**src/rtl/cpu_pkg.sv**
```systemverilog
`default_nettype none
// ============================================================================
//  Module      : cpu_pkg
//  Description : Shared encodings for the RISC control unit. It holds the
//                opcode constants, the ALU function codes, the opcode to ALU
//                function table, the control-step enum and the instruction
//                class enum.
//  Revision    : 1.0 - initial release
// ============================================================================
package cpu_pkg;

  // Instruction opcodes (ir[31:27])
  localparam logic [4:0] OP_LD   = 5'b00000;
  localparam logic [4:0] OP_LDI  = 5'b00001;
  localparam logic [4:0] OP_ST   = 5'b00010;
  localparam logic [4:0] OP_ADD  = 5'b00011;
  localparam logic [4:0] OP_SUB  = 5'b00100;
  localparam logic [4:0] OP_AND  = 5'b00101;
  localparam logic [4:0] OP_OR   = 5'b00110;
  localparam logic [4:0] OP_SHR  = 5'b00111;
  localparam logic [4:0] OP_SHL  = 5'b01000;
  localparam logic [4:0] OP_ROR  = 5'b01001;
  localparam logic [4:0] OP_ROL  = 5'b01010;
  localparam logic [4:0] OP_ADDI = 5'b01011;
  localparam logic [4:0] OP_ANDI = 5'b01100;
  localparam logic [4:0] OP_ORI  = 5'b01101;
  localparam logic [4:0] OP_NEG  = 5'b10000;
  localparam logic [4:0] OP_NOT  = 5'b10001;
  localparam logic [4:0] OP_BR   = 5'b10010;
  localparam logic [4:0] OP_JR   = 5'b10011;
  localparam logic [4:0] OP_IN   = 5'b10101;
  localparam logic [4:0] OP_OUT  = 5'b10110;
  localparam logic [4:0] OP_NOP  = 5'b11001;
  localparam logic [4:0] OP_HALT = 5'b11010;

  // ALU function codes driven on OpCode
  localparam logic [4:0] ALU_AND = 5'd0;
  localparam logic [4:0] ALU_OR  = 5'd1;
  localparam logic [4:0] ALU_ADD = 5'd2;
  localparam logic [4:0] ALU_SUB = 5'd3;
  localparam logic [4:0] ALU_SHR = 5'd4;
  localparam logic [4:0] ALU_SHL = 5'd5;
  localparam logic [4:0] ALU_ROR = 5'd6;
  localparam logic [4:0] ALU_ROL = 5'd7;
  localparam logic [4:0] ALU_NEG = 5'd8;
  localparam logic [4:0] ALU_NOT = 5'd9;
  localparam logic [4:0] ALU_INC = 5'd12;

  // Control steps; T0..T7 are consecutive so a step advances by +1
  typedef enum logic [3:0] {
    ST_RESET = 4'd0,
    ST_T0    = 4'd1,
    ST_T1    = 4'd2,
    ST_T2    = 4'd3,
    ST_T3    = 4'd4,
    ST_T4    = 4'd5,
    ST_T5    = 4'd6,
    ST_T6    = 4'd7,
    ST_T7    = 4'd8,
    ST_HALT  = 4'd9
  } state_e;

  // Instruction classes sharing one execute sequence
  typedef enum logic [3:0] {
    IC_LD    = 4'd0,
    IC_LDI   = 4'd1,
    IC_ST    = 4'd2,
    IC_RALU  = 4'd3,
    IC_IALU  = 4'd4,
    IC_UNARY = 4'd5,
    IC_BR    = 4'd6,
    IC_JR    = 4'd7,
    IC_IN    = 4'd8,
    IC_OUT   = 4'd9,
    IC_NOP   = 4'd10,
    IC_HALT  = 4'd11
  } iclass_e;

  // Opcode to ALU function table; immediate forms share the register form's code
  function automatic logic [4:0] alu_fn(input logic [4:0] op);
    logic [4:0] fn;
    fn = ALU_ADD;
    case (op)
      OP_ADD, OP_ADDI: fn = ALU_ADD;
      OP_SUB:          fn = ALU_SUB;
      OP_AND, OP_ANDI: fn = ALU_AND;
      OP_OR,  OP_ORI:  fn = ALU_OR;
      OP_SHR:          fn = ALU_SHR;
      OP_SHL:          fn = ALU_SHL;
      OP_ROR:          fn = ALU_ROR;
      OP_ROL:          fn = ALU_ROL;
      OP_NEG:          fn = ALU_NEG;
      OP_NOT:          fn = ALU_NOT;
      default:         fn = ALU_ADD;
    endcase
    return fn;
  endfunction

endpackage
`default_nettype wire

```
**src/rtl/instr_decode.sv**
```systemverilog
`default_nettype none
// ============================================================================
//  Module      : instr_decode
//  Description : Combinational opcode classifier. It groups opcodes that run
//                the same execute sequence. Unknown opcodes behave as nop.
//  Revision    : 1.0 - initial release
// ============================================================================
module instr_decode
  import cpu_pkg::*;
(
  input  logic [4:0] opcode_i,
  output iclass_e    iclass_o
);

  // Map each opcode to its execute-sequence class
  always_comb begin
    iclass_o = IC_NOP;
    case (opcode_i)
      OP_LD:                  iclass_o = IC_LD;
      OP_LDI:                 iclass_o = IC_LDI;
      OP_ST:                  iclass_o = IC_ST;
      OP_ADD, OP_SUB, OP_AND, OP_OR,
      OP_SHR, OP_SHL, OP_ROR, OP_ROL:
                              iclass_o = IC_RALU;
      OP_ADDI, OP_ANDI, OP_ORI:
                              iclass_o = IC_IALU;
      OP_NEG, OP_NOT:         iclass_o = IC_UNARY;
      OP_BR:                  iclass_o = IC_BR;
      OP_JR:                  iclass_o = IC_JR;
      OP_IN:                  iclass_o = IC_IN;
      OP_OUT:                 iclass_o = IC_OUT;
      OP_HALT:                iclass_o = IC_HALT;
      default:                iclass_o = IC_NOP;
    endcase
  end

endmodule
`default_nettype wire

```
**src/rtl/control_unit.sv**
```systemverilog
`default_nettype none
// ============================================================================
//  Module      : control_unit
//  Description : Hardwired control sequencer. It steps through T0..T7 once
//                per cycle and drives the datapath strobes as Moore outputs
//                of the step register and the IR opcode.
//  Revision    : 1.0 - initial release
// ============================================================================
module control_unit
  import cpu_pkg::*;
(
  input  logic        clk,
  input  logic        clr,
  input  logic [31:0] ir,
  input  logic        con_ff,
  input  logic        stop,
  output logic        run,
  output logic        PCout,
  output logic        Zlowout,
  output logic        MDRout,
  output logic        BAout,
  output logic        Rout,
  output logic        Cout,
  output logic        InPortout,
  output logic        PCin,
  output logic        MARin,
  output logic        MDRin,
  output logic        IRin,
  output logic        Yin,
  output logic        Zin,
  output logic        Rin,
  output logic        CONin,
  output logic        OutportIn,
  output logic        Gra,
  output logic        Grb,
  output logic        Grc,
  output logic        Read,
  output logic        Write,
  output logic [4:0]  OpCode
);

  state_e     state_q, state_d;
  logic       stop_q, stop_d;
  iclass_e    iclass;
  logic       last_step;
  logic [4:0] opcode;
  logic       ir_unused;

  // The register fields are decoded by the datapath's select logic, not here
  assign opcode    = ir[31:27];
  assign ir_unused = ^ir[26:0];

  instr_decode u_instr_decode (
    .opcode_i (opcode),
    .iclass_o (iclass)
  );

  // Step register and pending-stop flag; clr aborts everything and drops the flag
  always_ff @(posedge clk) begin
    if (clr) begin
      state_q <= ST_RESET;
      stop_q  <= 1'b0;
    end else begin
      state_q <= state_d;
      stop_q  <= stop_d;
    end
  end

  // Flag the final step of the current instruction's sequence
  always_comb begin
    last_step = 1'b0;
    case (state_q)
      ST_T2:   last_step = (iclass == IC_NOP);
      ST_T3:   last_step = (iclass inside {IC_JR, IC_IN, IC_OUT});
      ST_T4:   last_step = (iclass == IC_UNARY);
      ST_T5:   last_step = (iclass inside {IC_LDI, IC_RALU, IC_IALU});
      ST_T6:   last_step = (iclass == IC_BR);
      ST_T7:   last_step = 1'b1;
      default: last_step = 1'b0;
    endcase
  end

  // Next step: advance, wrap to T0 after the last step, or halt when a stop is pending
  always_comb begin
    state_d = state_q;
    stop_d  = stop_q | stop;
    case (state_q)
      ST_RESET: state_d = ST_T0;
      ST_HALT:  state_d = ST_HALT;
      default: begin
        if ((state_q == ST_T2) && (iclass == IC_HALT)) begin
          state_d = ST_HALT;
        end else if (last_step) begin
          // A stop raised in the last step itself still counts as pending
          state_d = (stop_q || stop) ? ST_HALT : ST_T0;
        end else begin
          state_d = state_e'(state_q + 4'd1);
        end
      end
    endcase
  end

  // Moore output decode; every strobe defaults low
  always_comb begin
    {PCout, Zlowout, MDRout, BAout, Rout, Cout, InPortout} = '0;
    {PCin, MARin, MDRin, IRin, Yin, Zin, Rin, CONin, OutportIn} = '0;
    {Gra, Grb, Grc, Read, Write} = '0;
    OpCode = '0;
    run    = !(state_q inside {ST_RESET, ST_HALT});
    case (state_q)
      ST_T0: begin PCout = 1'b1; MARin = 1'b1; Zin = 1'b1; OpCode = ALU_INC; end
      ST_T1: begin Zlowout = 1'b1; PCin = 1'b1; Read = 1'b1; MDRin = 1'b1; end
      ST_T2: begin MDRout = 1'b1; IRin = 1'b1; end
      ST_T3: begin
        case (iclass)
          IC_LD, IC_LDI, IC_ST: begin Grb = 1'b1; BAout = 1'b1; Yin = 1'b1; end
          IC_RALU, IC_IALU:     begin Grb = 1'b1; Rout = 1'b1; Yin = 1'b1; end
          IC_UNARY: begin Grb = 1'b1; Rout = 1'b1; OpCode = alu_fn(opcode); Zin = 1'b1; end
          IC_BR:    begin Gra = 1'b1; Rout = 1'b1; CONin = 1'b1; end
          IC_JR:    begin Gra = 1'b1; Rout = 1'b1; PCin = 1'b1; end
          IC_IN:    begin InPortout = 1'b1; Gra = 1'b1; Rin = 1'b1; end
          IC_OUT:   begin Gra = 1'b1; Rout = 1'b1; OutportIn = 1'b1; end
          default: ;
        endcase
      end
      ST_T4: begin
        case (iclass)
          IC_LD, IC_LDI, IC_ST: begin Cout = 1'b1; OpCode = ALU_ADD; Zin = 1'b1; end
          IC_RALU:  begin Grc = 1'b1; Rout = 1'b1; OpCode = alu_fn(opcode); Zin = 1'b1; end
          IC_IALU:  begin Cout = 1'b1; OpCode = alu_fn(opcode); Zin = 1'b1; end
          IC_UNARY: begin Zlowout = 1'b1; Gra = 1'b1; Rin = 1'b1; end
          IC_BR:    begin PCout = 1'b1; Yin = 1'b1; end
          default: ;
        endcase
      end
      ST_T5: begin
        case (iclass)
          IC_LD, IC_ST:              begin Zlowout = 1'b1; MARin = 1'b1; end
          IC_LDI, IC_RALU, IC_IALU:  begin Zlowout = 1'b1; Gra = 1'b1; Rin = 1'b1; end
          IC_BR:                     begin Cout = 1'b1; OpCode = ALU_ADD; Zin = 1'b1; end
          default: ;
        endcase
      end
      ST_T6: begin
        case (iclass)
          IC_LD: begin Read = 1'b1; MDRin = 1'b1; end
          IC_ST: begin Gra = 1'b1; Rout = 1'b1; MDRin = 1'b1; end
          // Branch target is committed only when the condition flip-flop is set
          IC_BR: begin Zlowout = con_ff; PCin = con_ff; end
          default: ;
        endcase
      end
      ST_T7: begin
        case (iclass)
          IC_LD: begin MDRout = 1'b1; Gra = 1'b1; Rin = 1'b1; end
          IC_ST: begin Write = 1'b1; end
          default: ;
        endcase
      end
      default: ;
    endcase
  end

endmodule
`default_nettype wire

```
**config.mk**
```make
export PLATFORM = sky130hd
export DESIGN_NAME = control_unit
export DESIGN_NICKNAME = d
export VERILOG_FILES = /design/src/rtl/cpu_pkg.sv /design/src/rtl/instr_decode.sv /design/src/rtl/control_unit.sv
export SDC_FILE = /design/constraint.sdc
export NUM_CORES = 1
export LEC_CHECK = 0
export ABC_AREA = 1
export CORE_MARGIN = 3
export CORE_UTILIZATION = 38
export CTS_CLUSTER_DIAMETER = 50
export DETAILED_ROUTE_END_ITERATION = 7
export GPL_ROUTABILITY_DRIVEN = 0
export PLACE_DENSITY = 0.78
export SYNTH_ARGS = -nofsm -noshare
export SYNTH_HDL_FRONTEND = slang
export SYNTH_SLANG_ARGS = --single-unit
```
**constraint.sdc**
```tcl
create_clock -name clk -period 2.7 [get_ports clk]
set_clock_uncertainty 0.05 [all_clocks]
set_input_delay 0.54 -clock clk [delete_from_list [all_inputs] [get_ports clk]]
set_output_delay 0.54 -clock clk [all_outputs]
set_load 0.05 [all_outputs]
```
==> reports/metrics.cfg, run 1 <==
[logic_synthesis]
post_synthesis_net_count=224
synth_cells=179
syn_area_per_cell_sq_um=6.067
yosys_register_bits=5
synthDistinctLibCells=36
synth_top_cell_by_area=nand2_1
synthesis.area_sq_um=1086
synth_edf_count=0
synth.yosys.warnings=0
synth.yosys.seq_area_share=0.09217
ys_dominant_reg_cell=dfxtp_1
portion_of_synthesized_cell_area_occupied_by_the_leading_cell_type=0.1279
synthTopCellsByArea=nand2_1 13%, inv_1 11%, ha_1 10%
share_of_synthesized_registers_carrying_an_async_set_or_reset=0

[placement]
port_buffers=34
placed_cells_incl_taps=290
dpl.hpwl_mm=3.715
pre_cts_ws_ns=-0.6082

[global_route]
grt_start_max_net_pins=8

[floorplan]
initial_utilization=0.4193
placementRows=18
die_height_um=59.46
chipWidth_um=59.46
number_of_placed_i_o_pins=63

[cts]
number_of_buffers_created_by_cts=3
clock_tree.root_cell=clkbuf_4
cts_hold_buffers=0
max-clock-path-buffers=2
clkSinkCount=5
htreeDepth=1

[run_status]
lastStage=global routing (5_1_grt)
result_of_the_run=did not finish
error_line=[ERROR DPL-0038] Utilization greater than 100%, impossible to legalize

[sta]
timing.repair.worst_endpoint_type=primary output
crit_endpoint=Rout

-- cells in the mapped netlist, types with 2 or more instances --
library cell and count:
o21ai_1 2, inv_1 32, inv_2 6, nand3_4 2, a31oi_1 2, nand3_1 12
nand4_1 3, nand3_2 2, o21ai_0 9, nand2_2 5, ha_1 9, o2111ai_1 3
a21oi_2 2, a21oi_1 5, nor2_2 4, nor2_1 19, nand2_4 2, nor4_1 2
nand2_1 37, dfxtp_1 5
-- per-stage QoR --
stage	utilization	area, sq um	hold WS [ns]
after floorplan	-	1226	0.3798
after detailed placement	0.8420	2181	0.4259
after CTS	0.9222	2389	0.4316
after global placement	0.8420	2181	0.3933
-- kinds of logic after synthesis --
group,Yosys count,share of synthesized area
AND/OR/NAND/NOR,93,0.4620
buffers and inverters,41,0.1532
AO/OA/AOI/OAI,28,0.1694
adder cells (fa/ha/maj),9,0.1037
flip-flops,5,0.09217
XOR/XNOR,2,0.01613
other,1,0.003453
-- timing repair --
action,CTS
pin swaps,18
cloned,0
hold endpoints to repair,0
gates resized for setup,47
setup endpoints to repair,27
setup buffers,11
==> inputs of run 2 (changes only) <==
--- a/config.mk
+++ b/config.mk
@@ -6,12 +6,11 @@
 export NUM_CORES = 1
 export LEC_CHECK = 0
 export ABC_AREA = 1
-export CORE_MARGIN = 3
-export CORE_UTILIZATION = 38
-export CTS_CLUSTER_DIAMETER = 50
+export CORE_AREA = 3 3 64 66
 export DETAILED_ROUTE_END_ITERATION = 7
+export DIE_AREA = 0 0 67 69
 export GPL_ROUTABILITY_DRIVEN = 0
-export PLACE_DENSITY = 0.78
+export PLACE_DENSITY_LB_ADDON = 0.15
 export SYNTH_ARGS = -nofsm -noshare
 export SYNTH_HDL_FRONTEND = slang
 export SYNTH_SLANG_ARGS = --single-unit
==> run 2 against run 1 <==
Effect of this change:
- the flow now finishes, with violations (negative setup slack)
- synthesized cell count stayed put
- synthesized area stayed put
==> reports/metrics.cfg, run 2 <==
[placement]
pre_cts_ws_ns=-0.5997  ; was -0.6082 ns
dpl.hpwl_mm=3.229  ; was 3.715 mm
port_buffers=34  ; unchanged

[cts]
cts.clk_slew.worst_paths_ns=0.04
number_of_buffers_created_by_cts=3  ; unchanged
clkSinkCount=5  ; unchanged
clock_latency_ns=0.22
clock_tree.root_cell=clkbuf_8  ; was clkbuf_4
max-clock-path-buffers=2  ; unchanged
cts_tree=done
htreeDepth=1  ; unchanged

[floorplan]
dieArea_sq_um=4623
initial_utilization=0.2989  ; was 0.4193
chipWidth_um=67  ; was 59.46 um
die_height_um=69  ; was 59.46 um
number_of_placed_i_o_pins=63  ; unchanged
placementRows=22  ; was 18
core_footprint_sq_um=3633

[logic_synthesis]
post_synthesis_net_count=224  ; unchanged
yosys_register_bits=5  ; unchanged
yosys-top-cells-count=37 x nand2_1, 32 x inv_1, 19 x nor2_1, 12 x nand3_1  ; unchanged
area_share_of_and_or_nand_nor_cells_after_synthesis=0.4620  ; unchanged
synth_cells=179  ; unchanged
synth_edf_count=0  ; unchanged
synthesis.area_sq_um=1086  ; unchanged
yosys.area_share.adder=0.1037  ; unchanged
synth_top_family_by_area=simple AND/OR/NAND/NOR gates  ; unchanged
synthTopCellsByArea=nand2_1 13%, inv_1 11%, ha_1 10%  ; unchanged
synth.yosys.seq_area_share=0.09217  ; unchanged
synth_top_cell_by_area=nand2_1  ; unchanged
share_of_synthesized_registers_carrying_an_async_set_or_reset=0  ; unchanged
synth_xor_area_frac=0.01613  ; unchanged
synth.yosys.warnings=0  ; unchanged
ys_dominant_reg_cell=dfxtp_1  ; unchanged
compound_gate_portion_of_the_synthesized_area=0.1694  ; unchanged
synthDistinctLibCells=36  ; unchanged
synthMuxAreaShare=0  ; unchanged
portion_of_synthesized_cell_area_occupied_by_the_leading_cell_type=0.1279  ; unchanged
syn_area_per_cell_sq_um=6.067  ; unchanged
most_repeated_cell_in_the_gate_level_netlist_after_synthesis=nand2_1  ; unchanged

[route]
dr.pass1.iters=4
postRouteAntennaNets=0
drcViolationCount=0
wl_per_cell_um=14.20
vias_per_cell=4.921
routed_wirelength_mm=4.687
drt-initial-drc-count=50
via_count=1624

[sta]
fin_crit_ns=2.740
timing.final.hold_violations=0
setup-violations-final=4
rsz0062_at_grt=true
fin_crit_sh=1.015
finalSetupTns_ns=-0.1086
finalWorstSetupSlack_ns=-0.03982
max_freq_mhz=365.0
slew_viol_final=0

[final_layout]
finish.net_count=328
n_antenna_cell=0
layout.filler_cells=263
largest_registers=state_q x4, stop_q x1
mostFrequentLayoutCell=buf_4
layout_cells_sized_above_1=0.6348
largest_register_ff_count=4
area_growth_syn_to_layout_pct=140.2
final_core_utilization=0.7180
regMostFlops=state_q
layout_common_cells=62 x buf_4, 24 x nand2_1, 23 x inv_1, 23 x buf_12, 15 x nand2_2

[worst_setup_path]
cp-end-kind=output port
timing.critical_path.fanout_max=6
cp.required_ns=2.11
timing_worst_setup_path_type=input port to output port
arrival_time_worst_endpoint_ns=2.15
cp-start-kind=input port

[global_route]
first_pass_grt_wire_length_mm=7.093
grtUsageTotal=0.1917
first_global_vias=1584
grt_start_max_net_pins=8
antenna_violations_before_repair=0
grt_overflow_total=0

[pwr]
max_rail_drop_vdd_uv=157.6
finalPower_w=0.0006897
power_per_cell_area_nw_per_um2=264.4
static-leakage-power_nw=1.199

[run_status]
result_of_the_run=finished, violations left  ; was did not finish
failing_checks=negative setup slack

[flow_run]
cap_viol_max_count=0

[hold_path]
min-delay-path-class=flip-flop to flip-flop

-- run 2: what timing repair did --
action	4_1_cts	5_1_grt
pin swaps	30	20
endpoints found under the setup margin	24	22
hold buffers	0	0
gates resized for setup	53	26
setup buffers	18	9
-- run 2: path summary, 6_finish.rpt --
check,end,from,cells past startpoint,slack (ns)
max,Rin,ir[29],15,-0.04
min,stop_q$_SDFF_PP0_,stop_q$_SDFF_PP0_,2,0.42
min reg2reg,stop_q$_SDFF_PP0_,stop_q$_SDFF_PP0_,2,0.42
max reg2reg,state_q[3]$_SDFF_PP0_,state_q[2]$_SDFF_PP0_,16,0.12
-- run 2: logic make-up after synthesis --
group                      count (synthesis)
and+or+nand+nor                           93
buffers and inverters                     41
AOI/OAI and AO/OA                         28
adders and majority gates                  9
DFF                                        5
xor gates and xnor gates                   2
other                                      1
-- run 2: layer usage --
metal / up-vias / track usage / routed length (um)
met3: 6 / 0.03583 / 247
met2: 54 / 0.3897 / 2777
met1: 782 / 0.1945 / 1627
li1: 782 / - / -
met5: - / 0 / 0
met4: 0 / 0.02703 / 35
-- run 2: critical path, cell delays in order --
cell and delay (ns):
buf_2 0.10, buf_6 0.13, inv_4 0.07, nand2_2 0.07, nand3_2 0.08, nand3_2 0.09
nand2_4 0.15, buf_4 0.13, nand2_2 0.05, nor2_1 0.11, inv_1 0.08, o21a_1 0.21
buf_6 0.13, o21ai_4 0.06, buf_12 0.15
-- run 2: report_power, final --
group	total (W)	switching (W)	internal, W
combinational	0.000462	0.000259	0.000203
clock	0.000142	0.0000400	0.000102
sequential	0.0000856	0.00000580	0.0000798
total	0.000690	0.000305	0.000385
-- run 2: final cells by class --
class / count / area [sq um] / area share
Multi-Input combinational cell: 133 / 1136 / 0.4355
Sequential cell: 5 / 101.3 / 0.03885
Timing Repair Buffer: 102 / 1101 / 0.4221
Clock buffer: 4 / 45.04 / 0.01727
Tap cell: 48 / 60.06 / 0.02302
Inverter: 38 / 165.2 / 0.06331
-- run 2: per-stage QoR --
stage	hold slack, ns	cell area (sq um)	cells
floorplan	0.3798	1226	179
global placement	0.3971	2158	302
detailed placement	0.4166	2158	302
CTS	0.4214	2482	323
global route	0.4425	2609	330
finish	0.4162	2609	330
No activity file was read; power rests on OpenSTA's default activity.
